==> config.mk <==
export PLATFORM = sky130hd
export DESIGN_NAME = ctrl_seq_flat
export DESIGN_NICKNAME = d
export VERILOG_FILES = /design/src/rtl/ctrl_seq_if.sv /design/src/rtl/ctrl_seq.sv /design/src/flat_wrapper.sv
export SDC_FILE = /design/constraint.sdc
export NUM_CORES = 1
export LEC_CHECK = 0
export CORE_MARGIN = 10
export CORE_UTILIZATION = 40
export CTS_CLUSTER_DIAMETER = 50
export DETAILED_ROUTE_END_ITERATION = 12
export PLACE_DENSITY = 0.69
export SLEW_MARGIN = 10
export SYNTH_ARGS = -nofsm -noshare
export SYNTH_HDL_FRONTEND = slang
export SYNTH_SLANG_ARGS = --single-unit
==> constraint.sdc <==
create_clock -name clk -period 3.9 [get_ports clk]
set_input_delay 0.585 -clock clk [delete_from_list [all_inputs] [get_ports clk]]
set_output_delay 0.585 -clock clk [all_outputs]
set_load 0.05 [all_outputs]
==> src/rtl/ctrl_seq_if.sv <==
// Instruction-memory handshake and datapath control bundle for ctrl_seq.
//   imem_req/imem_addr   : fetch request and address (sequencer -> imem)
//   imem_ack/imem_rdata  : fetch completion and instruction word (imem -> sequencer)
//   ad1/ad2/ad3/we3      : register-file read/write indices and write pulse
//   aluSrc/aluCTR/immOp  : ALU operand select, operation and immediate
//   eq                   : ALU equality flag returned by the datapath
interface ctrl_seq_if #(
    parameter int unsigned ADDRESS_WIDTH = 5,
    parameter int unsigned DATA_WIDTH    = 32,
    parameter int unsigned PC_WIDTH      = 32
);
    logic                     imem_req;
    logic [PC_WIDTH-1:0]      imem_addr;
    logic                     imem_ack;
    logic [31:0]              imem_rdata;
    logic [ADDRESS_WIDTH-1:0] ad1;
    logic [ADDRESS_WIDTH-1:0] ad2;
    logic [ADDRESS_WIDTH-1:0] ad3;
    logic                     we3;
    logic                     aluSrc;
    logic [3:0]               aluCTR;
    logic [DATA_WIDTH-1:0]    immOp;
    logic                     eq;

    modport master (
        output imem_req, imem_addr, ad1, ad2, ad3, we3, aluSrc, aluCTR, immOp,
        input  imem_ack, imem_rdata, eq
    );

    modport slave (
        input  imem_req, imem_addr, ad1, ad2, ad3, we3, aluSrc, aluCTR, immOp,
        output imem_ack, imem_rdata, eq
    );
endinterface

==> src/rtl/ctrl_seq.sv <==
// Multi-cycle control sequencer for an RV32I subset (ADDI, ADD, SUB, BNE).
// Fetches over a req/ack handshake, decodes in a single EXEC cycle and
// updates the PC; undecodable words latch 'illegal' and park in HALT.
// Ports:
//   clk, rst : clock and synchronous active-high reset
//   bus      : ctrl_seq_if master (imem handshake + datapath controls + eq)
//   pc       : current program counter
//   illegal  : sticky flag, set when an undecodable instruction executes
module ctrl_seq #(
    parameter int unsigned         ADDRESS_WIDTH = 5,
    parameter int unsigned         DATA_WIDTH    = 32,
    parameter int unsigned         PC_WIDTH      = 32,
    parameter logic [PC_WIDTH-1:0] RESET_PC      = '0
) (
    input  logic                clk,
    input  logic                rst,
    ctrl_seq_if.master          bus,
    output logic [PC_WIDTH-1:0] pc,
    output logic                illegal
);

    localparam int unsigned ILEN = 32;

    localparam logic [6:0] OP_IMM    = 7'b0010011;
    localparam logic [6:0] OP_REG    = 7'b0110011;
    localparam logic [6:0] OP_BRANCH = 7'b1100011;
    localparam logic [3:0] ALU_ADD   = 4'b0000;
    localparam logic [3:0] ALU_SUB   = 4'b0001;

    typedef enum logic [1:0] {
        FETCH = 2'd0,
        EXEC  = 2'd1,
        HALT  = 2'd2
    } state_t;

    state_t              state;
    state_t              state_nxt;
    logic [ILEN-1:0]     ir;
    logic [PC_WIDTH-1:0] pc_nxt;
    logic                illegal_nxt;

    // Instruction fields
    logic [6:0] opcode;
    logic [2:0] funct3;
    logic [6:0] funct7;
    logic [4:0] rd;
    logic       rd_nz;

    assign opcode = ir[6:0];
    assign rd     = ir[11:7];
    assign funct3 = ir[14:12];
    assign funct7 = ir[31:25];
    assign rd_nz  = (rd != 5'd0);

    logic is_addi;
    logic is_add;
    logic is_sub;
    logic is_bne;

    assign is_addi = (opcode == OP_IMM)    && (funct3 == 3'b000);
    assign is_add  = (opcode == OP_REG)    && (funct3 == 3'b000) && (funct7 == 7'b0000000);
    assign is_sub  = (opcode == OP_REG)    && (funct3 == 3'b000) && (funct7 == 7'b0100000);
    assign is_bne  = (opcode == OP_BRANCH) && (funct3 == 3'b001);

    // Sign-extended I-type and B-type immediates
    logic [DATA_WIDTH-1:0] imm_i;
    logic [DATA_WIDTH-1:0] imm_b;

    assign imm_i = {{(DATA_WIDTH-12){ir[31]}}, ir[31:20]};
    assign imm_b = {{(DATA_WIDTH-13){ir[31]}}, ir[31], ir[7], ir[30:25], ir[11:8], 1'b0};

    assign bus.imem_addr = pc;

    // State, PC, instruction register and sticky illegal flag
    always_ff @(posedge clk) begin
        if (rst) begin
            state   <= FETCH;
            pc      <= RESET_PC;
            ir      <= '0;
            illegal <= 1'b0;
        end else begin
            state   <= state_nxt;
            pc      <= pc_nxt;
            illegal <= illegal_nxt;
            if (state == FETCH && bus.imem_ack) begin
                ir <= bus.imem_rdata;
            end
        end
    end

    // Next state, PC update and decoded controls; everything forced idle while rst is high
    always_comb begin
        state_nxt    = state;
        pc_nxt       = pc;
        illegal_nxt  = illegal;
        bus.imem_req = 1'b0;
        bus.ad1      = '0;
        bus.ad2      = '0;
        bus.ad3      = '0;
        bus.we3      = 1'b0;
        bus.aluSrc   = 1'b0;
        bus.aluCTR   = ALU_ADD;
        bus.immOp    = '0;

        if (!rst) begin
            unique case (state)
                FETCH: begin
                    bus.imem_req = 1'b1;
                    if (bus.imem_ack) begin
                        state_nxt = EXEC;
                    end
                end
                EXEC: begin
                    bus.ad1   = ADDRESS_WIDTH'(ir[19:15]);
                    bus.ad2   = ADDRESS_WIDTH'(ir[24:20]);
                    bus.ad3   = ADDRESS_WIDTH'(rd);
                    state_nxt = FETCH;
                    pc_nxt    = pc + PC_WIDTH'(4);
                    if (is_addi) begin
                        bus.aluSrc = 1'b1;
                        bus.aluCTR = ALU_ADD;
                        bus.immOp  = imm_i;
                        bus.we3    = rd_nz;
                    end else if (is_add || is_sub) begin
                        bus.aluCTR = is_sub ? ALU_SUB : ALU_ADD;
                        bus.we3    = rd_nz;
                    end else if (is_bne) begin
                        bus.aluCTR = ALU_SUB;
                        bus.immOp  = imm_b;
                        if (!bus.eq) begin
                            pc_nxt = pc + PC_WIDTH'(imm_b);
                        end
                    end else begin
                        state_nxt   = HALT;
                        pc_nxt      = pc;
                        illegal_nxt = 1'b1;
                    end
                end
                HALT: begin
                    state_nxt = HALT;
                end
                default: begin
                    state_nxt = FETCH;
                end
            endcase
        end
    end

endmodule

==> src/flat_wrapper.sv <==
// flat-port wrapper written by rule: the top's interface ports become plain ports
module ctrl_seq_flat 
#(
    parameter int unsigned         ADDRESS_WIDTH = 5,
    parameter int unsigned         DATA_WIDTH    = 32,
    parameter int unsigned         PC_WIDTH      = 32,
    parameter logic [PC_WIDTH-1:0] RESET_PC      = '0
)
  (clk, rst, pc, illegal, bus_imem_req, bus_imem_addr, bus_ad1, bus_ad2, bus_ad3, bus_we3, bus_aluSrc, bus_aluCTR, bus_immOp, bus_imem_ack, bus_imem_rdata, bus_eq);
  ctrl_seq_if #(.ADDRESS_WIDTH(ADDRESS_WIDTH), .DATA_WIDTH(DATA_WIDTH), .PC_WIDTH(PC_WIDTH)) bus_i ();
  input  logic clk;
  input  logic rst;
  output logic [PC_WIDTH-1:0] pc;
  output logic illegal;
  output wire logic [$bits(bus_i.imem_req)-1:0] bus_imem_req;
  output wire logic [$bits(bus_i.imem_addr)-1:0] bus_imem_addr;
  output wire logic [$bits(bus_i.ad1)-1:0] bus_ad1;
  output wire logic [$bits(bus_i.ad2)-1:0] bus_ad2;
  output wire logic [$bits(bus_i.ad3)-1:0] bus_ad3;
  output wire logic [$bits(bus_i.we3)-1:0] bus_we3;
  output wire logic [$bits(bus_i.aluSrc)-1:0] bus_aluSrc;
  output wire logic [$bits(bus_i.aluCTR)-1:0] bus_aluCTR;
  output wire logic [$bits(bus_i.immOp)-1:0] bus_immOp;
  input wire logic [$bits(bus_i.imem_ack)-1:0] bus_imem_ack;
  input wire logic [$bits(bus_i.imem_rdata)-1:0] bus_imem_rdata;
  input wire logic [$bits(bus_i.eq)-1:0] bus_eq;
  assign bus_imem_req = bus_i.imem_req;
  assign bus_imem_addr = bus_i.imem_addr;
  assign bus_ad1 = bus_i.ad1;
  assign bus_ad2 = bus_i.ad2;
  assign bus_ad3 = bus_i.ad3;
  assign bus_we3 = bus_i.we3;
  assign bus_aluSrc = bus_i.aluSrc;
  assign bus_aluCTR = bus_i.aluCTR;
  assign bus_immOp = bus_i.immOp;
  assign bus_i.imem_ack = bus_imem_ack;
  assign bus_i.imem_rdata = bus_imem_rdata;
  assign bus_i.eq = bus_eq;
  ctrl_seq #(.ADDRESS_WIDTH(ADDRESS_WIDTH), .DATA_WIDTH(DATA_WIDTH), .PC_WIDTH(PC_WIDTH), .RESET_PC(RESET_PC)) u_core (.clk(clk), .rst(rst), .bus(bus_i), .pc(pc), .illegal(illegal));
endmodule
**Yosys cells after proc, flatten, opt, wreduce, memory -nomap -nowiden**

Cells that the tools add are included.

- Register bits after elaboration: 67
- Output and inout bits: 119

- Add/subtract/negate cells: 2
- Equality and inequality tests: 8
- Mux-type cells: 35
- Bitwise gates (word level): 3
- Reductions and logical operators: 14

Operator list:

| operator | count |
|---|---|
| 2-to-1 mux 32 bit | 9 |
| adder 32 x 3 -> 32 bit, second input constant | 1 |
| adder 32 bit | 1 |
| 2-to-1 mux 5 bit | 6 |
| 2-to-1 mux 4 bit | 4 |
| == test 7 x 6 -> 1 bit, second input constant | 2 |
| 2-to-1 mux 1 bit | 11 |
| 2-to-1 mux 2 bit | 4 |
| == test 7 x 5 -> 1 bit, second input constant | 1 |
| == test 7 bit, second input constant | 1 |
| logical NOT 7 bit | 1 |
| logical AND 1 bit | 6 |
| one-hot mux 2 bit (3 select lines) | 1 |
| nonzero test 5 bit | 1 |
| AND reduction 4 bit | 1 |
| == test 3 x 1 -> 1 bit, second input constant | 1 |
| logical NOT 3 bit | 1 |
| inverter 1 bit | 3 |
| nonzero test 3 bit | 1 |
| == test 2 x 1 -> 1 bit, second input constant | 1 |
| == test 2 bit, second input constant | 1 |
| logical NOT 2 bit | 1 |
| != test 2 bit, second input constant | 1 |
| AND reduction 2 bit | 1 |
| logical OR 1 bit | 1 |

**Longest topological paths before layout**

- Depth in word-level cells: 8
- Mapped depth: 12

**Least setup slack after synthesis**

Ideal clock, no wire load.

- Path kind: input -> output
- From: input rst
- To: output bus_immOp[4]
- Arrival time: 2.857 ns
- Required time: 3.315 ns
- Slack: 0.458 ns
- Cell stages on the path: 5
- Buffers on the path: 2
- Path through: clkbuf_1 nand2b_1 clkbuf_1 nor3_1 a22o_1

- Longest elaborated chain between the ends: 1

RTL lines:

| element | RTL line | source |
|---|---|---|
| start: declaration | flat_wrapper.sv:12 | `input logic rst;` |
| 2-to-1 mux 32 bit | ctrl_seq.sv:105 | `if (!rst) begin` |
| end: declaration | flat_wrapper.sv:23 | `output wire logic [$bits(bus_i.immOp)-1:0] bus_immOp;` |

Every way passes these cells.

**Final worst setup path**

- From: register u_core.ir[14]
- To: output bus_immOp[8]

- Longest elaborated chain between the ends: 8
- Elaborated cells on any way between the ends: 13

RTL lines:

| element | RTL line | source |
|---|---|---|
| start: declaration | ctrl_seq.sv:38 | `logic [ILEN-1:0] ir;` |
| start signal: assignment | ctrl_seq.sv:86 | `ir <= bus.imem_rdata;` |
| logical NOT 3 bit | ctrl_seq.sv:60, ctrl_seq.sv:61, ctrl_seq.sv:62 |  |
| logical AND 1 bit | ctrl_seq.sv:61, ctrl_seq.sv:62 |  |
| logical AND 1 bit (on tied branches) | ctrl_seq.sv:61, ctrl_seq.sv:62 |  |
| logical OR 1 bit | ctrl_seq.sv:124 | `end else if (is_add \|\| is_sub) begin` |
| 2-to-1 mux 32 bit | ctrl_seq.sv:124 |  |
| 2-to-1 mux 32 bit * | ctrl_seq.sv:119 | `if (is_addi) begin` |
| 2-to-1 mux 32 bit * | ctrl_seq.sv:106 | `unique case (state)` |
| 2-to-1 mux 32 bit * | ctrl_seq.sv:105 |  |

Every way passes the cells marked *; elsewhere a longest branch is shown, timed or not.

==> flow_summary.toml <==
[pwr]
leakage_uw = 0.00263
share_clk_of_total_power_pct = 46.7
power_uw = 1820
power.density_nw_per_um2 = 263
internal-power_uw = 1320
power_switching_share_pct = 27.6
power.switching_uw = 502
maximum_vdd_drop_mv = 0.260
sequentialPowerShare_pct = 39.8
power.share.combinational_pct = 13.5

[final_layout]
ant_cells = 0
fin_util_pct = 52.1
layout-area-overhead-vs-synth_pct = 27.3
layout_commonest_cell = "sky130_fd_sc_hd__clkdlybuf4s50_1"
nets = 881
most_used_cells_in_the_layout_excluding_fill_and_tap_cells = "sky130_fd_sc_hd__clkdlybuf4s50_1, sky130_fd_sc_hd__nand2_1, sky130_fd_sc_hd__a21oi_1"
share_of_post_route_cells_with_drive_strength_above_1_pct = 9.41
final_cell_count_no_fill = 994

[clocking]
max-clock-path-buffers = 2
cts_made_buffers = 9
cts.root.buffer_cell = "sky130_fd_sc_hd__clkbuf_16"
clock_sinks = 66
cts.repair_timing.setup_buffer_count = 0
post_cts_hold_buffer_count = 0
cts_resized = 0
cts_tree = "done"
worst_setup_hold_path_clk_slew_ns = 0.06
cts-htree-levels = 3
clk_latency_ns = 0.33

[min_path]
holdCritPathClass = "reg -> reg"

[drt]
drt_first_iter_violations = 466
drtPass1Iterations = 6
route.vias.total = 5532
antenna_left = 0
avgRoutedWirePerCell_um = 17.3
routed_wl_um = 17100
detail_route.drc_violations = 0
avgViaCountPerCell = 5.57

[worst_setup_path]
crit_path_end_kind = "output port"
critical_path.startpoint_type = "flip-flop"
crit_fanout = 7
criticalPathCategory = "reg -> out"
critPathArrivalTime_ns = 2.90
crit_required_ns = 3.31

[global_routing]
grt_remaining_overflow = 0
grt_start_max_net_pins = 72
global_route.usage.total_pct = 17.8
first_global_vias = 5372
global_route_wire_length_before_repair_um = 27300
antenna_found_initial = 0

[timing]
fin_worst_skew_ns = 0.00830
setup_tns_ns = 0
slew_viol_final = 0
final_cycle_share_pct = 89.3
hold_viol = 0
finalSetupViolCount = 0
timing.fmax_mhz = 287
tightest_slew_ns = 1.12
fin_crit_ns = 3.48
worst_slew_margin_rel_pct = 25.6
grt_setup_unrepaired = "false"

[floorplanning]
num_ports = 155
die_height_um = 136
std_cell_rows = 42
start_util_pct = 41.0
dieArea_um2 = 18600
fp.coreArea_um2 = 13200
floorplan.die.width_um = 136

[yosys]
mappedNetlistArea_um2 = 5420
syn-mean-instance-area_um2 = 7.42
synth-main-ff-cell = "sky130_fd_sc_hd__dfxtp_1"
ys_warn_count = 0
synthArstFlopShare_pct = 0
synth_sequential_area_ratio_pct = 24.4
synth_seq_cells = 66
synthesized_netlist_cell_count = 731
number_of_enable_flip_flop_cells_after_synthesis = 0
ys_types = 79

[status]
status = "completed"

[placed_design]
placed_cells = 978
detailedPlacementHpwl_um = 12800
port_buffers = 149
global_placement_routability_congestion = 0.915

[flow_run]
maxCapViolations = 0
## critical path, cell delays in order, from the launching register on
cell	delay (ns)
sky130_fd_sc_hd__dfxtp_1	0.31
sky130_fd_sc_hd__and4bb_1	0.28
sky130_fd_sc_hd__nand4_1	0.22
sky130_fd_sc_hd__nor2_1	0.33
sky130_fd_sc_hd__nor2_1	0.10
sky130_fd_sc_hd__nor2_1	0.33
sky130_fd_sc_hd__and2_1	0.19
sky130_fd_sc_hd__clkdlybuf4s50_1	0.81
## power by group through the flow
| stage | clock network, uW | logic (uW) | registers [uW] |
|---|---|---|---|
| detailed placement | 0 | 243 | 738 |
| global placement | 0 | 237 | 737 |
| floorplan | 0 | 167 | 734 |
| CTS | 864 | 245 | 723 |
| finish | 849 | 245 | 723 |
| global route | 898 | 270 | 727 |
## cell type report
cell class | count | area, um^2
Timing Repair Buffer | 158 | 1500
Clock inverter | 6 | 72.6
Tap cell | 176 | 220
Fill cell | 1258 | 6340
Clock buffer | 10 | 239
Inverter | 9 | 33.8
Sequential cell | 66 | 1320
Multi-Input combinational cell | 569 | 3510
## flip-flops by register name, summed over array words and instances, names as in the netlist
signal	flops
u_core.state	2
u_core.illegal	1
u_core.ir	32
u_core.bus.imem_addr	31
## logic make-up after synthesis
family                     synth area share (%)
and+or+nand+nor                            27.5
AOI/OAI and AO/OA                          25.1
buffers and inverters                      11.2
DFF                                        24.4
adders and majority gates                  7.52
xor gates and xnor gates                   3.71
muxes                                     0.577
other                                    0.0691
## metrics by stage
stage / area (um^2) / hold slack, ns / setup slack [ns]
6_report: 6910 / 0.453 / 0.417
4_1_cts: 6910 / 0.454 / 0.408
3_3_place_gp: 6590 / 0.438 / 0.861
2_1_floorplan: 5440 / 0.432 / 0.458
3_5_place_dp: 6590 / 0.446 / 0.785
5_1_grt: 6910 / 0.477 / 0.174
## worst paths after layout
kind                           startpoint                  endpoint  slack [ns]  depth (start not counted)
setup reg to reg  u_core.bus.imem_addr[2]  u_core.bus.imem_addr[28]        0.91                         10
hold / removal               u_core.ir[1]              u_core.ir[1]        0.45                          2
setup / recovery            u_core.ir[14]              bus_immOp[8]        0.42                          7
hold reg to reg              u_core.ir[1]              u_core.ir[1]        0.45                          2
## layer usage
| metal | share of wire [%] | routed length (um) | up-vias | GRT usage, % |
|---|---|---|---|---|
| li1 | - | - | 2717 | - |
| met1 | 41 | 7060 | 2554 | 21.7 |
| met2 | 48 | 8190 | 243 | 29.7 |
| met3 | 9.6 | 1640 | 18 | 5.28 |
| met4 | 1.5 | 252 | 0 | 4.85 |
| met5 | 0 | 0 | - | 0 |
## synthesized netlist by cell type, types with 2 or more instances
master	number	area share, %
sky130_fd_sc_hd__nand4_1	10	1.2
sky130_fd_sc_hd__mux2i_1	2	0.37
sky130_fd_sc_hd__clkbuf_1	23	1.6
sky130_fd_sc_hd__a21oi_1	91	8.4
sky130_fd_sc_hd__buf_4	59	8.2
sky130_fd_sc_hd__o31ai_1	2	0.28
sky130_fd_sc_hd__o21bai_1	4	0.55
sky130_fd_sc_hd__nor4_1	4	0.46
sky130_fd_sc_hd__nor3b_1	2	0.28
sky130_fd_sc_hd__buf_2	8	0.74
sky130_fd_sc_hd__nor2_1	66	4.6
sky130_fd_sc_hd__o32ai_1	2	0.32
sky130_fd_sc_hd__inv_1	9	0.62
sky130_fd_sc_hd__o21ai_0	25	2.3
sky130_fd_sc_hd__nor2_2	2	0.23
sky130_fd_sc_hd__or3_4	2	0.42
sky130_fd_sc_hd__nor4b_1	2	0.32
sky130_fd_sc_hd__xnor2_1	14	2.3
sky130_fd_sc_hd__dfxtp_1	66	24
sky130_fd_sc_hd__a21o_1	17	2.4
sky130_fd_sc_hd__nand2_1	102	7.1
sky130_fd_sc_hd__a22oi_1	6	0.83
sky130_fd_sc_hd__o22ai_1	4	0.46
sky130_fd_sc_hd__a21oi_2	2	0.32
sky130_fd_sc_hd__ha_1	31	7.2
sky130_fd_sc_hd__and3_1	7	0.81
sky130_fd_sc_hd__xor2_1	9	1.5
sky130_fd_sc_hd__nor3_1	19	1.8
sky130_fd_sc_hd__nor2b_1	6	0.69
sky130_fd_sc_hd__and2_1	26	3.0
sky130_fd_sc_hd__a31oi_1	5	0.58
sky130_fd_sc_hd__o21ai_1	7	0.65
sky130_fd_sc_hd__or3_1	6	0.69
sky130_fd_sc_hd__a211oi_1	16	2.2
sky130_fd_sc_hd__a2111oi_2	2	0.55
sky130_fd_sc_hd__nand3_1	21	1.9
sky130_fd_sc_hd__nand3b_1	2	0.28
sky130_fd_sc_hd__a311o_1	3	0.55
sky130_fd_sc_hd__nand2b_1	7	0.81
Power figures use the tool's default switching activity.
